===== config.mk =====
export PLATFORM = sky130hd
export DESIGN_NAME = rob_write_arbiter
export DESIGN_NICKNAME = d
export VERILOG_FILES = /design/src/rtl/rob_write_arbiter.sv
export SDC_FILE = /design/constraint.sdc
export NUM_CORES = 1
export LEC_CHECK = 0
export ABC_AREA = 1
export BUFFER_PORTS_ARGS = -buffer_cell sky130_fd_sc_hd__buf_2
export CAP_MARGIN = 20
export CELL_PAD_IN_SITES_DETAIL_PLACEMENT = 1
export CELL_PAD_IN_SITES_GLOBAL_PLACEMENT = 2
export CORE_MARGIN = 3
export CORE_UTILIZATION = 36
export CTS_BUF_LIST = sky130_fd_sc_hd__clkbuf_8
export CTS_CLUSTER_DIAMETER = 120
export DETAILED_ROUTE_END_ITERATION = 8
export PLACE_DENSITY_LB_ADDON = 0.1
export SKIP_CTS_REPAIR_TIMING = 1
export SLEW_MARGIN = 20
export SYNTH_ARGS = -nofsm -noshare
export SYNTH_HDL_FRONTEND = slang
export SYNTH_SLANG_ARGS = --single-unit

===== constraint.sdc =====
create_clock -name clk -period 8.4 [get_ports clk]
set_input_delay 1.26 -clock clk [delete_from_list [all_inputs] [get_ports clk]]
set_output_delay 1.26 -clock clk [all_outputs]
set_load 0.05 [all_outputs]

===== src/rtl/rob_write_arbiter.sv =====
// Merges ALU and MUL (M5) completions onto one registered ROB write port.
// Each source has a one-entry holding buffer; the entry closer to the ROB head wins.
module rob_write_arbiter #(
    parameter int REGISTER_SIZE    = 32,
    parameter int REG_ADDRESS_SIZE = 5,
    parameter int ID_SIZE          = 2
) (
    input  logic                        clk,
    input  logic                        reset,
    input  logic                        flush,
    input  logic [ID_SIZE-1:0]          rob_head,

    input  logic                        alu_req,
    input  logic [ID_SIZE-1:0]          alu_id,
    input  logic [REG_ADDRESS_SIZE-1:0] alu_address,
    input  logic [REGISTER_SIZE-1:0]    alu_data,
    input  logic                        alu_w,
    output logic                        alu_stall,

    input  logic                        mul_req,
    input  logic [ID_SIZE-1:0]          mul_id,
    input  logic [REG_ADDRESS_SIZE-1:0] mul_address,
    input  logic [REGISTER_SIZE-1:0]    mul_data,
    input  logic                        mul_w,
    output logic                        mul_stall,

    output logic                        rob_req,
    output logic [ID_SIZE-1:0]          rob_id,
    output logic [REG_ADDRESS_SIZE-1:0] rob_address,
    output logic [REGISTER_SIZE-1:0]    rob_data,
    output logic                        rob_w,
    input  logic                        rob_stall
);

    typedef struct packed {
        logic [ID_SIZE-1:0]          id;
        logic [REG_ADDRESS_SIZE-1:0] address;
        logic [REGISTER_SIZE-1:0]    data;
        logic                        w;
    } entry_t;

    entry_t alu_in, mul_in;
    entry_t buf_a, buf_m;
    entry_t out_q;
    logic   valid_a, valid_m;

    logic               out_free;
    logic [ID_SIZE-1:0] age_a, age_m;
    logic               grant_a, grant_m;
    logic               load_a, load_m;

    assign alu_in = '{id: alu_id, address: alu_address, data: alu_data, w: alu_w};
    assign mul_in = '{id: mul_id, address: mul_address, data: mul_data, w: mul_w};

    assign out_free = !rob_req || !rob_stall;

    // Distance from the head modulo 2^ID_SIZE; the truncating subtract handles wrap.
    assign age_a = buf_a.id - rob_head;
    assign age_m = buf_m.id - rob_head;

    // Equal ages can only come from a duplicate id; A wins the tie.
    assign grant_a = out_free && valid_a && (!valid_m || (age_a <= age_m));
    assign grant_m = out_free && valid_m && (!valid_a || (age_m <  age_a));

    assign alu_stall = !flush && valid_a && !grant_a;
    assign mul_stall = !flush && valid_m && !grant_m;

    assign load_a = !flush && alu_req && !alu_stall;
    assign load_m = !flush && mul_req && !mul_stall;

    assign rob_id      = out_q.id;
    assign rob_address = out_q.address;
    assign rob_data    = out_q.data;
    assign rob_w       = out_q.w;

    // NOTE: sequential state uses non-blocking assignments so every register samples
    // pre-edge values regardless of statement order.
    always_ff @(posedge clk or negedge reset) begin
        if (!reset) begin
            valid_a <= 1'b0;
            valid_m <= 1'b0;
            rob_req <= 1'b0;
            out_q   <= '0;
        end else if (flush) begin
            valid_a <= 1'b0;
            valid_m <= 1'b0;
            rob_req <= 1'b0;
        end else begin
            if (grant_a) begin
                rob_req <= 1'b1;
                out_q   <= buf_a;
            end else if (grant_m) begin
                rob_req <= 1'b1;
                out_q   <= buf_m;
            end else if (out_free) begin
                rob_req <= 1'b0;
            end

            if (load_a)       valid_a <= 1'b1;
            else if (grant_a) valid_a <= 1'b0;

            if (load_m)       valid_m <= 1'b1;
            else if (grant_m) valid_m <= 1'b0;
        end
    end

    // NOTE: buffer payloads carry no reset; they are only observed while their valid
    // bit is set, so a reset would add fan-out without changing behaviour.
    always_ff @(posedge clk) begin
        if (load_a) buf_a <= alu_in;
        if (load_m) buf_m <= mul_in;
    end

endmodule


==> impl_results.md <==
* Outcome: completed
* Routed Antenna Nets at 0
* Placed Cells at about 720
* Hold Violations, Final at 0
* Synth Register Bits at between 100 and 150
* Clock sinks at 123
* Avg WL per Cell at 15.91 um
* Via density at ~4.5
* R2R Setup Slk at roughly 5300 ps
* Vias in the first global route at around 3700
* Nets at roughly 660
* CTS Buffer Depth at 2
* Slew @ Worst Pin at ~870 ps
* Row cnt at just over 40
* WP data arrival at a little over 3000 ps
* # port buffers at 130
* Reg clk slew, reported paths at ~60 ps
* Pins over their slew limit at 0
* Post-DP HPWL at around 7800 um
* Post-Synth Simple-Gate Area at 0.2192
* Total via count in the routed design at 3400
* Worst Clk Skew at 6.714 ps
* Net Sw Power at around 0.63 mW
* Initial detailed-routing violation count at between 200 and 250
* Clock root buffer: clkbuf_8
* Largest net degree at the start of global routing at 44
* Grt ovf at 0
* Met3 global-route usage at 0.07086
* CP max FO at 3
* Hold WC Path Type: reg2reg
* Hold Path Cell Cnt at 2
* Switching Share at 0.3719
* GRT Total Usage at 0.1749
* Fin Setup TNS at 0 ps
* Die span in x at 121.1 um
* Logic pwr share at 0.287
* RSZ-0062 raised after global routing: no
* Overall routed net length at around 12000 um
* Total die area at between 0.01 and 0.015 mm2
* Final core occ at 0.4665
* Critical Path End Type: output port
* Fmax at 0.2298 GHz
* Area delta synth->final at 25.01%
* IO Count at ~130
* Core ar. at between 0.01 and 0.015 mm2
* Leading cell type in the layout, fill and taps excluded: nand2_1
* XOR/XNOR Fraction of Synth Area at 0.007349
* Mean area per synthesized cell at approximately 11 um2
* P_int at 1.058 mW
* Cell count after synthesis at roughly 430
* Post-Syn Area at approximately 0.0048 mm2
* Startpoint types: input pin
* Worst path required time at 7140 ps
* Worst IR drop on VDD at 0.2342 mV
* Max-cap violation count at 0
* Finished Layout Cells at between 700 and 800
* Post-route minimum period at approximately 4400 ps
* LEAKAGE at between 2 and 3 nW
* Largest family of logic cells by synthesized area: simple AND/OR/NAND/NOR gates
* TritonCTS clock tree: built
* Antenna diode count at 0
* Power Total at between 1.5 and 2 mW
* Synth cell types at 19
* Met2 Track Usage GR at 0.3084
* Die H at ~120 um
* Met1 track demand over resource at 0.1931
* Most frequent cells in the layout: nand2_1, buf_2, edfxtp_1
* Register area share after synthesis at 0.7297
* Busiest grt layer: met2
* Initial Util at 0.3732
* # setup viols final at 0
* Final period util at 0.5180
* FF-to-FF path depth at 13
* Global-route wire length before repair at roughly 19000 um
* CTS buffer count at 17
* Final RePlAce weighted congestion at between 0.7 and 0.8
* DRC viols at 0
* Clock share of power at 0.254
* Antenna violations before repair at 1
* Worst setup path category: in2out
* Pwr per Cell Area at ~280 mW/mm2
* CTS H-tree lvls at 4
* Layout cells sized above 1 at 0.2912
* Design Area, Final at 0.005959 mm2
* Cell Area, Placed at between 0.005 and 0.006 mm2
* Slew HR at 0.4160
* Worst-Skew Late Latency at ~420 ps
* Mapped Nets at ~520
* Seq pwr share at 0.459
* Adder-Cell Fraction of Synth Area at 0.007874
* Initial DRT Pass Iterations at 4
* Mux cell area share after synthesis at 0
* Post-synthesis compound-gate area fraction at 0.007874
* Syn. warnings at 0
-- power groups by stage --
stage | Clock, mW | Combinational [mW] | Sequential [mW]
after floorplan | 0 | 0.130 | 0.999
after detailed placement | 0 | 0.491 | 0.786
final | 0.428 | 0.483 | 0.773
after global placement | 0 | 0.480 | 0.785
after CTS | 0.442 | 0.491 | 0.775
after global routing | 0.476 | 0.525 | 0.784
-- logic make-up after synthesis --
| logic type | Yosys count |
|---|---|
| buffers and inverters | 29 |
| xor gates and xnor gates | 4 |
| and+or+nand+nor | 263 |
| DFF | 123 |
| adders and majority gates | 3 |
| AOI/OAI and AO/OA | 4 |
-- registers in the layout, indices dropped and copies added (netlist names) --
register and flops:
rob_id 2, rob_data 32, buf_m 40, rob_address 5, rob_req 1, rob_w 1, buf_a 40, valid_m 1
valid_a 1
-- layer usage --
layer | wire length [um] | part of all wire
met4 | 174 | 0.015
met3 | 741 | 0.062
met1 | 4716 | 0.40
met2 | 6267 | 0.53
met5 | 13 | 0.0011
-- cells in the mapped netlist --
cell type	count	area, um2
nor2_1	4	15.01
a21oi_2	1	8.760
a21oi_1	1	5.000
buf_2	14	70.07
ha_1	3	37.54
edfxtp_1	80	2402
nand3_1	43	215.2
xor2_1	2	17.52
inv_1	7	26.28
buf_4	2	15.01
inv_2	2	7.510
dfrtp_1	43	1076
nor3_1	1	5.000
nand2_1	214	803.3
clkbuf_1	4	15.01
nor2_2	1	6.260
o21ai_1	1	5.000
o21bai_4	1	18.77
xnor2_1	2	17.52
-- critical path: stages --
cell and delay (ps):
buf_2 110, ha_1 200, xnor2_1 130, xor2_1 150, ha_1 300, nand2_1 70
nand2_1 80, nand2_1 50, nand3_1 150, nand2_1 100, nor2_1 170, buf_2 320
-- path summary, 6_finish.rpt --
| check | start | to |
|---|---|---|
| hold / removal | rob_data[7] | rob_data[7] |
| max in group asynchronous | reset | rob_data[20] |
| setup / recovery | rob_head[0] | mul_stall |
| setup reg to reg | buf_a[38] | rob_data[30] |
| min in group asynchronous | reset | rob_data[31] |
| hold reg to reg | rob_data[7] | rob_data[7] |
-- through the flow --
step / setup slack [ps] / hold slack [ps]
finish: 4049 / 474.1
detailed placement: 4029 / 459.8
global placement: 4083 / 456.7
CTS: 4020 / 477.4
floorplan: 2497 / 511.0
global route: 3857 / 500.1
-- layout make-up --
cell class | count | area [um2]
Timing Repair Buffer | 139 | 733.2
Tap cell | 172 | 215.2
Clock buffer | 20 | 275.3
Multi-Input combinational cell | 274 | 1177
Clock inverter | 12 | 46.29
Fill cell | 1428 | 6814
Inverter | 9 | 33.78
Sequential cell | 123 | 3478
(Power assumes the default switching activity.)
